<file path="src/rtl/sync_fifo_pkg.sv">
// Shared constants and helpers for the single-clock FIFO and its storage.
package sync_fifo_pkg;

    localparam int FIFO_MODE_STD  = 0;
    localparam int FIFO_MODE_FWFT = 1;
    localparam int MEM_INIT_VAL   = 0;

    // Ceiling log2; returns the address width needed for `value` entries.
    function automatic int clogb2(input int value);
        int result;
        result = 0;
        for (int v = value - 1; v > 0; v = v >> 1) begin
            result++;
        end
        return result;
    endfunction

endpackage

</file>
<file path="src/rtl/simple_dual_port_2_clock_ram.sv">
// Simple dual-port RAM: one write port, one registered read port, independent clocks.
module simple_dual_port_2_clock_ram #(
    parameter int DATA_WIDTH = 8,
    parameter int ADDR_WIDTH = 4,
    parameter     RAM_STYLE  = "block"
) (
    input  logic                  wr_clk_i,
    input  logic                  wr_en_i,
    input  logic [ADDR_WIDTH-1:0] wr_addr_i,
    input  logic [DATA_WIDTH-1:0] wr_data_i,
    input  logic                  rd_clk_i,
    input  logic                  rd_en_i,
    input  logic [ADDR_WIDTH-1:0] rd_addr_i,
    output logic [DATA_WIDTH-1:0] rd_data_o
);

    (* ram_style = RAM_STYLE *) logic [DATA_WIDTH-1:0] mem [2**ADDR_WIDTH];

    always_ff @(posedge wr_clk_i) begin
        if (wr_en_i) begin
            mem[wr_addr_i] <= wr_data_i;
        end
    end

    // Read-first: a same-edge write to the read address returns the old word.
    always_ff @(posedge rd_clk_i) begin
        if (rd_en_i) begin
            rd_data_o <= mem[rd_addr_i];
        end
    end

endmodule

</file>
<file path="src/rtl/sync_fifo.sv">
// Single-clock FIFO with standard or first-word-fall-through read, fill count,
// almost-full/empty thresholds, overflow/underflow pulses and synchronous flush.
module sync_fifo
    import sync_fifo_pkg::*;
#(
    parameter int DATA_WIDTH    = 8,
    parameter int FIFO_DEPTH    = 16,
    parameter int FWFT          = FIFO_MODE_STD,
    parameter int AFULL_THRESH  = FIFO_DEPTH - 2,
    parameter int AEMPTY_THRESH = 2
) (
    input  logic                          clk_i,
    input  logic                          rst_n_i,
    input  logic                          clear_i,
    input  logic                          wr_i,
    input  logic [DATA_WIDTH-1:0]         data_i,
    input  logic                          rd_i,
    output logic [DATA_WIDTH-1:0]         data_o,
    output logic                          full_o,
    output logic                          empty_o,
    output logic                          almost_full_o,
    output logic                          almost_empty_o,
    output logic [clogb2(FIFO_DEPTH):0]   count_o,
    output logic                          overflow_o,
    output logic                          underflow_o
);

    localparam int          AW       = clogb2(FIFO_DEPTH);
    localparam int          CW       = AW + 1;
    localparam logic [AW:0] DEPTH_C  = CW'(FIFO_DEPTH);
    localparam logic [AW:0] AFULL_C  = CW'(AFULL_THRESH);
    localparam logic [AW:0] AEMPTY_C = CW'(AEMPTY_THRESH);
    localparam logic [AW:0] ONE_C    = CW'(1);
    localparam bit          IS_FWFT  = (FWFT == FIFO_MODE_FWFT);

    logic [AW:0]           wr_ptr;
    logic [AW:0]           rd_ptr;
    logic [AW:0]           count_next;
    logic                  rd_ok;
    logic                  wr_ok;
    logic                  ram_rd_en;
    logic                  ram_valid;
    logic                  ram_valid_next;
    logic                  load_out;
    logic                  out_valid_next;
    logic [DATA_WIDTH-1:0] ram_rd_data;

    // Handshake: wr_i/rd_i are requests sampled every edge; a request is taken
    // only when wr_ok/rd_ok is true, otherwise it is dropped and flagged next cycle.
    always_comb begin
        rd_ok = rd_i && !empty_o;
        wr_ok = wr_i && (!full_o || rd_ok);

        count_next = count_o;
        if (wr_ok && !rd_ok) begin
            count_next = count_o + ONE_C;
        end else if (!wr_ok && rd_ok) begin
            count_next = count_o - ONE_C;
        end

        // ram_valid marks a word sitting in the RAM read register, not yet on data_o.
        if (IS_FWFT) begin
            load_out       = ram_valid && (empty_o || rd_ok);
            ram_rd_en      = (wr_ptr != rd_ptr) && (!ram_valid || load_out);
            out_valid_next = load_out || (!empty_o && !rd_ok);
        end else begin
            load_out       = ram_valid;
            ram_rd_en      = rd_ok;
            out_valid_next = (count_next != '0);
        end
        ram_valid_next = ram_rd_en || (ram_valid && !load_out);
    end

    always_ff @(posedge clk_i or negedge rst_n_i) begin
        if (!rst_n_i) begin
            wr_ptr         <= '0;
            rd_ptr         <= '0;
            ram_valid      <= 1'b0;
            data_o         <= '0;
            count_o        <= '0;
            full_o         <= 1'b0;
            empty_o        <= 1'b1;
            almost_full_o  <= 1'b0;
            almost_empty_o <= 1'b1;
            overflow_o     <= 1'b0;
            underflow_o    <= 1'b0;
        end else if (clear_i) begin
            wr_ptr         <= '0;
            rd_ptr         <= '0;
            ram_valid      <= 1'b0;
            count_o        <= '0;
            full_o         <= 1'b0;
            empty_o        <= 1'b1;
            almost_full_o  <= 1'b0;
            almost_empty_o <= 1'b1;
            overflow_o     <= 1'b0;
            underflow_o    <= 1'b0;
        end else begin
            if (wr_ok) begin
                wr_ptr <= wr_ptr + ONE_C;
            end
            if (ram_rd_en) begin
                rd_ptr <= rd_ptr + ONE_C;
            end
            if (load_out) begin
                data_o <= ram_rd_data;
            end
            ram_valid      <= ram_valid_next;
            count_o        <= count_next;
            full_o         <= (count_next == DEPTH_C);
            empty_o        <= !out_valid_next;
            almost_full_o  <= (count_next >= AFULL_C);
            almost_empty_o <= (count_next <= AEMPTY_C);
            overflow_o     <= wr_i && !wr_ok;
            underflow_o    <= rd_i && !rd_ok;
        end
    end

    simple_dual_port_2_clock_ram #(
        .DATA_WIDTH (DATA_WIDTH),
        .ADDR_WIDTH (AW),
        .RAM_STYLE  ("block")
    ) u_ram (
        .wr_clk_i  (clk_i),
        .wr_en_i   (wr_ok && !clear_i),
        .wr_addr_i (wr_ptr[AW-1:0]),
        .wr_data_i (data_i),
        .rd_clk_i  (clk_i),
        .rd_en_i   (ram_rd_en && !clear_i),
        .rd_addr_i (rd_ptr[AW-1:0]),
        .rd_data_o (ram_rd_data)
    );

endmodule

</file>
<file path="config.mk">
export PLATFORM = sky130hd
export DESIGN_NAME = sync_fifo
export DESIGN_NICKNAME = d
export VERILOG_FILES = /design/src/rtl/sync_fifo_pkg.sv /design/src/rtl/simple_dual_port_2_clock_ram.sv /design/src/rtl/sync_fifo.sv
export SDC_FILE = /design/constraint.sdc
export NUM_CORES = 1
export LEC_CHECK = 0
export ABC_AREA = 1
export BUFFER_PORTS_ARGS = -buffer_cell sky130_fd_sc_hd__buf_2
export CAP_MARGIN = 20
export CORE_AREA = 2 2 145 133
export CTS_BUF_LIST = sky130_fd_sc_hd__clkbuf_8
export CTS_CLUSTER_DIAMETER = 30
export DETAILED_ROUTE_END_ITERATION = 10
export DIE_AREA = 0 0 147 135
export GPL_TIMING_DRIVEN = 0
export PLACE_DENSITY_LB_ADDON = 0.25
export SYNTH_ARGS = -nofsm -noshare
export SYNTH_HDL_FRONTEND = slang
export SYNTH_HIERARCHICAL = 1
export SYNTH_SLANG_ARGS = --single-unit
</file>
<file path="constraint.sdc">
create_clock -name clk_i -period 1.95 [get_ports clk_i]
set_input_delay 0 -clock clk_i [delete_from_list [all_inputs] [get_ports clk_i]]
set_output_delay 0 -clock clk_i [all_outputs]
set_load 0.02 [all_outputs]
</file>
Word level (Yosys, flattened, before mapping)
Memories as Yosys holds them, arrays and structs flattened. A register that Yosys moved wholly into a read port is not among the register bits.
Index checks and enable logic that the tools add are counted.

storage, ports and cells
  word-level logic and storage cells = 55
  memories kept = 1
  bits in writable memories = 128
  register bits = 30
  output and inout bits = 19

operators by class
  multiplexer cells = 16
  order comparisons = 2
  bitwise gates (word level) = 1
  equal/unequal tests = 1
  reduce and logical (&&, ||, !) cells = 19
  $add $sub $neg = 4

memories
  memory     words  bits a word  read ports  clocked after memory_dff  write ports  line                                source
  u_ram.mem  16     8            1           1                         1            simple_dual_port_2_clock_ram.sv:17  (* ram_style = RAM_STYLE *) logic [DATA_WIDTH-1:0] mem [2**ADDR_WIDTH];

operators by type and width
  operator                                                           count
  2-to-1 mux 5 bit                                                   7
  adder 5 x 1 -> 5 bit, second input constant                        3
  2-to-1 mux 1 bit                                                   9
  logical AND 1 bit                                                  8
  logical NOT 1 bit                                                  6
  equality test 5 bit, second input constant                         1
  greater-or-equal comparator 5 x 4 -> 1 bit, second input constant  1
  <= comparator 5 x 2 -> 1 bit, second input constant                1
  nonzero test 5 bit                                                 1
  subtractor 5 x 1 -> 5 bit, second input constant                   1
  nonzero test 2 bit                                                 2
  AND reduction 2 bit                                                1
  logical OR 1 bit                                                   1
  inverter 1 bit                                                     1

Logic depth before layout (Yosys ltp)
Gate-level depths: netlist of run 1.

  depth in word-level cells = 11
  gate-level depth with buffers = 11
  gate-level depth less buffers = 11

Modules after synthesis
Netlist of run 1, hierarchy kept.

modules (own cells, without submodules)
  module                        cells an instance  area each (um^2)  instances  seq. area each (um^2)
  simple_dual_port_2_clock_ram  551                5846.9            1          4083.9
  sync_fifo                     154                1376.3            1          703.2

Worst setup path after synthesis of run 1
No wires, ideal clock.

  path kind = reg2reg
  from = register full_o
  to = memory u_ram.mem[12][0], enable pin
  setup slack = 11 ps
  arrival = 1569 ps
  cell stages (with the launch flop) = 6
  data required time = 1580 ps
  library setup time = 370 ps
  buffers on the path = 0
  cell sequence = dfrtp_1 -> inv_1 -> o21ai_1 -> nor2_1 -> nand3_1 -> nor2_1

between the ends
  cells in the longest elaborated chain, start to end = 6

RTL lines
  item                                    line                                source
  start, declared                         sync_fifo.sv:19                     output logic full_o,
  start signal, assigned                  sync_fifo.sv:110                    full_o <= (count_next == DEPTH_C);
  logical NOT 1 bit                       sync_fifo.sv:52                     wr_ok = wr_i && (!full_o || rd_ok);
  logical OR 1 bit                        sync_fifo.sv:52
  logical AND 1 bit                       sync_fifo.sv:52
  logical AND 1 bit                       sync_fifo.sv:125                    .wr_en_i (wr_ok && !clear_i),
  2-to-1 mux 1 bit                        simple_dual_port_2_clock_ram.sv:20  if (wr_en_i) begin
  2-to-1 mux 1 bit (implied by the code)  simple_dual_port_2_clock_ram.sv:21  mem[wr_addr_i] <= wr_data_i;
  end, declared                           simple_dual_port_2_clock_ram.sv:17

Every way passes these cells.

Final worst setup path of run 1
  from = register empty_o
  to = memory u_ram.mem[1][1], enable pin

between the ends
  cells in the longest elaborated chain, start to end = 7

RTL lines
  item                                    line                                source
  start, declared                         sync_fifo.sv:20                     output logic empty_o,
  start signal, assigned                  sync_fifo.sv:111                    empty_o <= !out_valid_next;
  logical NOT 1 bit                       sync_fifo.sv:51                     rd_ok = rd_i && !empty_o;
  logical AND 1 bit                       sync_fifo.sv:51
  logical OR 1 bit                        sync_fifo.sv:52
  logical AND 1 bit                       sync_fifo.sv:52
  logical AND 1 bit                       sync_fifo.sv:125
  2-to-1 mux 1 bit                        simple_dual_port_2_clock_ram.sv:20
  2-to-1 mux 1 bit (implied by the code)  simple_dual_port_2_clock_ram.sv:21

Every way passes these cells.

==> metrics.yaml, run 1 <==
status: "completed"
crit_arrival_ns: 1.95
grt_max_degree: 29
die_x_um: 147
grt_usage: 0.183
cp_top_family: "simple AND/OR/NAND/NOR gates"
place_area_mm2: 0.00768
slowest_stage: "nor2_2"
start_util: 0.396
yosysMostFrequentCell: "nand2_1"
setup_slack_ns: 0.0988
synth_top_area_frac: 0.565
hold_viol: 0
crit_path_end_kind: "register"
clock-sinks: 164
path_cells: "nor2_2 > o21ai_2 > nor2_2 > nand2_1 > nor2_2"
cts-root-buf: "clkbuf_8"
clkSlewWorstSetupHoldPaths_ns: 0.09
design_area_mm2: 0.00846
via_count: 5105
synthFlopType: "edfxtp_1"
postSynthCellCount: 705
setup_viol: 0
cpPeakStageDelay_ns: 0.45
cts_htree_levels: 4
start_kind: "register"
place_hpwl_um: 11800
antenna_found_initial: 0
die_area_mm2: 0.0198
synth_top_area_cell: "edfxtp_1"
rrSetupSlack_ns: 0.1
synth.avg_cell_area_um2: 10.2
timing.final.crit_share: 0.949
synth.area.top_cells: "edfxtp_1 57%, nand2_1 11%, dfrtp_1 9.0%, nand3_1 7.6%, inv_1 6.0%"
core_area_mm2: 0.0182
fmax_ghz: 0.540
r2r_cells: 5
initialDrtViolationCount: 454
rsz0062_at_grt: "true"
drt_wl_total_um: 17400
pin_count: 32
die_height_um: 135
gp_congestion: 0.911
first_pass_iters: 5
report.final.slew_viol_count: 0
ant_nets: 0
rows: 47
synth.distinct_cells: 29
syn-cell-area_mm2: 0.00722
clockBufferDepth: 2
synth.net_count: 722
p_total_w: 0.00892
path_class: "reg -> reg"
diodes: 0
fin_skew_ns: 0.0158
hold_class: "in -> async"
route.detailed.drc: 0
crit_required_ns: 2.05
wl_per_cell_um: 16.8
nets: 796
timing.rr.end: "u_ram/mem[1][1]"
power_density_mw_per_mm2: 1050
period_needed_ns: 1.85
drive_above_1_share: 0.183
clk_latency_ns: 0.46
seq_area_frac_synth: 0.663
ys_warn_count: 6
grt_pass1_vias: 4901
synth_commonest_cells: "207 x nand2_1, 136 x edfxtp_1, 115 x inv_1"
crit_fanout: 8
cpMostUsedCell: "nor2_2"
cap_violations: 0
ir_drop_uv: 416
slew_headroom: 0.472
total_leakage_power_nw: 3.64
via_per_inst: 4.93
cp_num_buf_inv: 0
port_buffers: 30
grt_overflow: 0
grt_first_pass_wirelength_um: 26800
area_growth_pct: 17.2
final_util: 0.464
cts_made_buffers: 17
synth_edf_count: 136
tightestPinTransition_ns: 0.789
cts_tree: "yes"
ys_seq_elements: 164
async_flop_share: 0.171
timing.hold.ws_ns: 0.0941
reg2reg_from: "empty_o"
post-place-ws_ns: -0.523
[where the power goes]
| part | switching [W] | leakage [nW] | internal (W) |
|---|---|---|---|
| clock | 0.00124 | 0.184 | 0.00112 |
| combinational | 0.00166 | 1.87 | 0.000777 |
| sequential | 0.000121 | 1.59 | 0.00401 |
| total | 0.00302 | 3.64 | 0.00591 |
[how the worst max path moves through the flow]
stage	startpoint	end	slack [ns]	depth (start not counted)
floorplan	full_o	u_ram/mem[12][0]	0.01	5
global placement	full_o	u_ram/mem[15][3]	-0.44	5
detailed placement	full_o	u_ram/mem[13][1]	-0.52	5
CTS	full_o	u_ram/mem[1][4]	0.04	5
global route	empty_o	u_ram/mem[1][6]	-0.03	5
finish	empty_o	u_ram/mem[1][1]	0.1	5
[worst register-to-register path: stages (launching register included)]
cell and delay [ns]:
dfstp_2 0.39, nor2_2 0.15, o21ai_2 0.13, nor2_2 0.15, nand2_1 0.23, nor2_2 0.45
[cells in the final DEF (no fill, tap or decap), drive strengths merged, types with 2 or more instances in the layout]
| cell | netlist | final |
|---|---|---|
| nand2 | 211 | 211 |
| edfxtp | 136 | 136 |
| inv | 123 | 125 |
| nand3 | 112 | 112 |
| buf | 26 | 68 |
| nor2 | 36 | 36 |
| dfrtp | 26 | 26 |
| clkbuf | 0 | 17 |
| dlygate4sd3 | 0 | 13 |
| mux2 | 8 | 8 |
| a21oi | 7 | 7 |
| clkinv | 0 | 7 |
| o21ai | 6 | 6 |
| ha | 4 | 4 |
| nor3 | 3 | 3 |
| clkinvlp | 0 | 3 |
| dfstp | 2 | 2 |
| bufinv | 0 | 2 |
| nand3b | 2 | 2 |
[timing repair]
item / in CTS / in global routing
hold buffers: 13 / 0
cloned: 0 / 0
pin swaps: 11 / 2
setup endpoints to repair: 128 / 92
hold endpoints to repair: 156 / 0
gates resized for setup: 33 / 2
buffers inserted: 12 / 0
[logic make-up after synthesis]
group,Yosys count,synth area share
AOI/OAI and AO/OA,14,0.0111
adders and majority gates,4,0.00693
buffers and inverters,149,0.0883
DFF,164,0.663
muxes,8,0.0125
and+or+nand+nor,366,0.218
[through the flow]
step	TNS (ns)	cells
final	0	1036
after CTS	0	1036
after detailed placement	-50.94	980
after global routing	-0.275	1036
after floorplan	0	705
after global placement	-44.21	980
[cell type report]
class,instances,area [um2]
clock buffer,17,234
tap,245,307
multi-input combinational,392,1930
fill,1711,9770
inverter,123,462
sequential,164,4790
buffer,26,176
clock inverter,14,139
timing repair buffer,55,433
[layer usage]
| layer | vias up | GRT usage | wire, um |
|---|---|---|---|
| met5 | - | 0 | 0 |
| met3 | 32 | 0.0389 | 1120 |
| met2 | 180 | 0.293 | 7980 |
| li1 | 2412 | - | - |
| met1 | 2481 | 0.244 | 7840 |
| met4 | 0 | 0.0743 | 452 |
[state kept, by name, summed over array words and instances (netlist names)]
register,count
full_o,1
u_ram/rd_data_o,8
almost_empty_o,1
data_o,8
load_out,1
u_ram/mem,128
empty_o,1
underflow_o,1
almost_full_o,1
rd_ptr,4
count_o,5
wr_ptr,4
overflow_o,1
Note: power is estimated with default switching activity, not from simulation.
==> inputs of run 2 (changes only) <==
--- a/config.mk
+++ b/config.mk
@@ -9,7 +9,7 @@
 export BUFFER_PORTS_ARGS = -buffer_cell sky130_fd_sc_hd__buf_2
 export CAP_MARGIN = 20
 export CORE_AREA = 2 2 145 133
-export CTS_BUF_LIST = sky130_fd_sc_hd__clkbuf_8
+export CTS_BUF_LIST = sky130_fd_sc_hd__clkbuf_2 sky130_fd_sc_hd__clkbuf_4 sky130_fd_sc_hd__clkbuf_8
 export CTS_CLUSTER_DIAMETER = 30
 export DETAILED_ROUTE_END_ITERATION = 10
 export DIE_AREA = 0 0 147 135
==> run 2 against run 1 <==
  * Combinational power is essentially flat
  * Sequential power is essentially flat
  * Highest routed layer unchanged
  * Register-to-register slack is essentially flat
  * Worst hold slack is essentially flat
  * Maximum frequency is essentially flat
  * Critical path type unchanged
  * Worst setup slack is essentially flat
  * Largest cell class unchanged
==> metrics.yaml, run 2 (synthesis results as in run 1) <==
start_kind: "register"
antenna_found_initial: 0
core_area_mm2: 0.0182
clock-sinks: 164
drive_above_1_share: 0.185
port_buffers: 30
grt_usage: 0.183
crit_required_ns: 2.05
clkSlewWorstSetupHoldPaths_ns: 0.09
post-place-ws_ns: -0.523
area_growth_pct: 17.2
period_needed_ns: 1.85
fin_skew_ns: 0.0134
gp_congestion: 0.911
clockBufferDepth: 2
setup_slack_ns: 0.0988
route.detailed.drc: 0
die_x_um: 147
top_regs: "u_ram/mem x128, data_o x8, u_ram/rd_data_o x8"
slew_headroom: 0.472
setup_viol: 0
crit_path_end_kind: "register"
dp_cells: 980
cts_made_buffers: 17
fmax_ghz: 0.540
status: "completed"
top_register: "u_ram/mem"
path_class: "reg -> reg"
pin_count: 32
start_util: 0.396
layout_common_cells: "207 x nand2_1, 136 x edfxtp_1, 114 x inv_1"
diodes: 0
rows: 47
power_density_mw_per_mm2: 1060
die_height_um: 135
ant_nets: 0
final_common_cell: "nand2_1"
first_pass_iters: 7
timing.final.crit_share: 0.949
largest_reg_flops: 128
via_count: 5098
drt_wl_total_um: 17400
via_per_inst: 4.92
crit_arrival_ns: 1.95
stdcell_count: 1036
place_hpwl_um: 11800
crit_fanout: 8
rsz0062_at_grt: "true"
wl_per_cell_um: 16.8
cts_tree: "yes"
report.final.slew_viol_count: 0
total_leakage_power_nw: 3.64
hold_class: "in -> async"
nets: 796
ir_drop_uv: 417
cts-root-buf: "clkbuf_8"
cts_htree_levels: 4
hold_viol: 0
cap_violations: 0
clk_latency_ns: 0.46
grt_overflow: 0
initialDrtViolationCount: 440
grt_first_pass_wirelength_um: 26800
grt_pass1_vias: 4901
tightestPinTransition_ns: 0.789
die_area_mm2: 0.0198
grt_max_degree: 29
[run 2: changes by cell type in the layout (fill, tap and decap cells not counted)]
cell | previous run | this run
inv_1 | 115 | 114
clkbuf_4 | 0 | 1
[run 2: power breakdown]
| part | internal, W | switching, W | total [W] |
|---|---|---|---|
| logic | 0.000778 | 0.00166 | 0.00244 |
| clock network | 0.00114 | 0.00124 | 0.00237 |
| registers | 0.00401 | 0.000121 | 0.00413 |
[run 2: worst paths after layout]
| check | from | end | slack (ns) | depth (start not counted) |
|---|---|---|---|---|
| worst max-delay path | empty_o | u_ram/mem[1][1] | 0.1 | 5 |
| worst min-delay path | rst_n_i | wr_ptr[1] | 0.09 | 2 |
| worst max register to register | empty_o | u_ram/mem[1][1] | 0.1 | 5 |
| worst min register to register | u_ram/rd_data_o[5] | data_o[5] | 0.48 | 1 |
| max in group asynchronous | rst_n_i | data_o[2] | 1.45 | 2 |
| min in group clk_i | clear_i | count_o[1] | 0.40 | 3 |
[run 2: through the flow]
stage	setup TNS (ns)	power, W	area (um2)	utilization	hold slack [ns]
floorplan	0	0.00572	7220	-	-0.296
global placement	-44.21	0.00647	7680	0.421	0.0431
detailed placement	-50.94	0.00651	7680	0.421	0.0603
CTS	0	0.00899	8460	0.464	0.0862
global route	-0.275	0.00938	8470	0.465	0.143
finish	0	0.00894	8470	0.465	0.0943
[run 2: metal layers]
layer	GRT usage	routed length [um]	up-vias
li1	-	-	2414
met5	0	0	-
met1	0.244	7830	2481
met3	0.0389	1090	32
met4	0.0743	455	0
met2	0.293	7980	171
[run 2: what timing repair did]
item                       in CTS  in global routing
cloned                          0                  0
pin swaps                      11                  2
resized for setup              33                  2
setup endpoints to repair     128                 92
hold buffers                   13                  0
buffers inserted               12                  0
hold endpoints to repair      154                  0
[run 2: critical path, stage by stage, from the launching register on]
cell	delay, ns
dfstp_2	0.39
nor2_2	0.15
o21ai_2	0.13
nor2_2	0.15
nand2_1	0.23
nor2_2	0.45
[run 2: layout make-up]
class,count,area [um2]
fill,1711,9760
sequential,164,4790
multi-input combinational,392,1930
inverter,123,462
timing repair buffer,55,433
tap,245,307
clock buffer,18,241
buffer,26,176
clock inverter,13,135
==> inputs of run 3 (changes only) <==
--- a/config.mk
+++ b/config.mk
@@ -11,10 +11,11 @@
 export CORE_AREA = 2 2 145 133
 export CTS_BUF_LIST = sky130_fd_sc_hd__clkbuf_2 sky130_fd_sc_hd__clkbuf_4 sky130_fd_sc_hd__clkbuf_8
 export CTS_CLUSTER_DIAMETER = 30
+export CTS_CLUSTER_SIZE = 10
 export DETAILED_ROUTE_END_ITERATION = 10
 export DIE_AREA = 0 0 147 135
 export GPL_TIMING_DRIVEN = 0
-export PLACE_DENSITY_LB_ADDON = 0.25
+export PLACE_DENSITY = 0.6
 export SYNTH_ARGS = -nofsm -noshare
 export SYNTH_HDL_FRONTEND = slang
 export SYNTH_HIERARCHICAL = 1
==> run 3 against run 2 <==
  * Via count shrank 0.82%
  * Worst setup slack improved by 0.024 ns
  * Count of clock-buffer cells in the layout up 4
  * Non-clock buffer count up 1
  * Critical path depth up 2
  * Sequential share of layout area down 0.52 points
  * Sequential power is essentially flat
  * Worst hold slack worse by 0.0039 ns
  * Critical endpoint is now u_ram/rd_data_o[4]
  * Largest power group unchanged
==> metrics.yaml, run 3 (synthesis results as in run 1) <==
status: "completed"
grt_pass1_vias: 4838
period_needed_ns: 1.83
fmax_ghz: 0.547
grt_usage: 0.187
largest_reg_flops: 128
grt_overflow: 0
crit_required_ns: 2.16
top_register: "u_ram/mem"
path_cells: "inv_2 > buf_2 > nand2_1 > nand3_1 > nand3_1 > nand3_1 > nand2_1"
place_hpwl_um: 11400
via_count: 5056
cpPeakStageDelay_ns: 0.46
fill_cells: 1695
cpMostUsedCell: "nand3_1"
dp_cells: 980
drt_wl_total_um: 17500
clk_latency_ns: 0.47
crit_arrival_ns: 2.04
gp_congestion: 0.849
cts_htree_levels: 4
layout_common_cells: "206 x nand2_1, 136 x edfxtp_1, 115 x inv_1"
grt_max_degree: 29
tightestPinTransition_ns: 0.812
start_kind: "register"
pin_count: 32
tns_ns: 0
nets: 797
ir_drop_uv: 603
rows: 47
timing.final.crit_share: 0.937
area_growth_pct: 18.3
cts_tree: "yes"
design_area_mm2: 0.00855
regArea_mm2: 0.00479
hold_viol: 0
die_x_um: 147
via_per_inst: 4.87
total_leakage_power_nw: 3.69
top_regs: "u_ram/mem x128, data_o x8, u_ram/rd_data_o x8"
cts_made_buffers: 17
diodes: 0
place_area_mm2: 0.00768
setup_viol: 0
crit_fanout: 10
first_pass_iters: 5
cts-root-buf: "clkbuf_8"
antenna_found_initial: 0
route.detailed.drc: 0
drive_above_1_share: 0.189
stdcell_count: 1038
fin_skew_ns: 0.0137
ant_nets: 0
clock-sinks: 164
hold_class: "in -> async"
rsz0062_at_grt: "false"
clockBufferDepth: 2
clkSlewWorstSetupHoldPaths_ns: 0.08
crit_path_end_kind: "register"
power_density_mw_per_mm2: 1060
grt_first_pass_wirelength_um: 27100
slew_headroom: 0.457
p_total_w: 0.00910
core_area_mm2: 0.0182
wl_per_cell_um: 16.9
final_common_cell: "nand2_1"
initialDrtViolationCount: 504
slowest_stage: "dfrtp_1"
port_buffers: 30
die_height_um: 135
die_area_mm2: 0.0198
report.final.slew_viol_count: 0
path_class: "reg -> reg"
start_util: 0.396
multiInputGateArea_mm2: 0.00194
cap_violations: 0
[run 3: changes by cell type in the layout (fill, tap and decap cells not counted), sizes merged]
cell | previous run | this run
clkinvlp | 3 | 0
clkbuf | 18 | 22
clkinv | 7 | 5
buf | 68 | 69
inv | 124 | 126
[run 3: what timing repair did]
item,in CTS,in global routing
setup endpoints to repair,128,42
gates resized for setup,35,2
pin swaps,11,3
endpoints found under the hold margin,168,0
setup buffers,11,2
hold buffers,13,0
[run 3: layout make-up]
class | instances | share of cell area
repair buffers | 56 | 0.0574
clock inverters | 10 | 0.0122
inverters | 123 | 0.0540
well taps | 245 | 0.0359
flip-flops and latches | 164 | 0.560
plain buffers | 26 | 0.0206
clock buffers | 22 | 0.0332
multi-input cells | 392 | 0.227
[run 3: power breakdown]
group          leakage, nW  total, W  internal [W]  switching, W
Sequential            1.59   0.00413       0.00401      0.000117
Clock                0.212   0.00243       0.00124       0.00119
Combinational         1.89   0.00254      0.000795       0.00175
[run 3: layer usage]
layer | global-route usage | wire length (um) | share of wire
met5 | 0 | 0 | 0
met4 | 0.0684 | 340 | 0.019
met3 | 0.0432 | 1240 | 0.071
met2 | 0.286 | 7850 | 0.45
met1 | 0.262 | 8120 | 0.46
[run 3: worst max-delay path, delay by kind of cell, from the launching register on]
family        cells  cell delay [ns]
buf+inv           2             0.54
simple gates      5             0.58
flops             1             0.46
[run 3: path summary, 6_finish.rpt]
check,start,endpoint,slack [ns],cells past startpoint
worst max-delay path,rd_ptr[0],u_ram/rd_data_o[4],0.12,7
worst min-delay path,rst_n_i,data_o[3],0.09,2
worst max register to register,rd_ptr[0],u_ram/rd_data_o[4],0.12,7
worst min register to register,rd_ptr[3],rd_ptr[3],0.47,1
max in group asynchronous,rst_n_i,count_o[1],1.43,2
min in group clk_i,wr_i,overflow_o,0.41,4
[run 3: stage by stage]
step,hold slack [ns],setup slack (ns),utilization
floorplan,-0.296,0.0105,-
global placement,0.0753,-0.522,0.421
detailed placement,0.0769,-0.615,0.421
CTS,0.103,0.0295,0.466
global route,0.150,0.00775,0.469
finish,0.0904,0.123,0.469
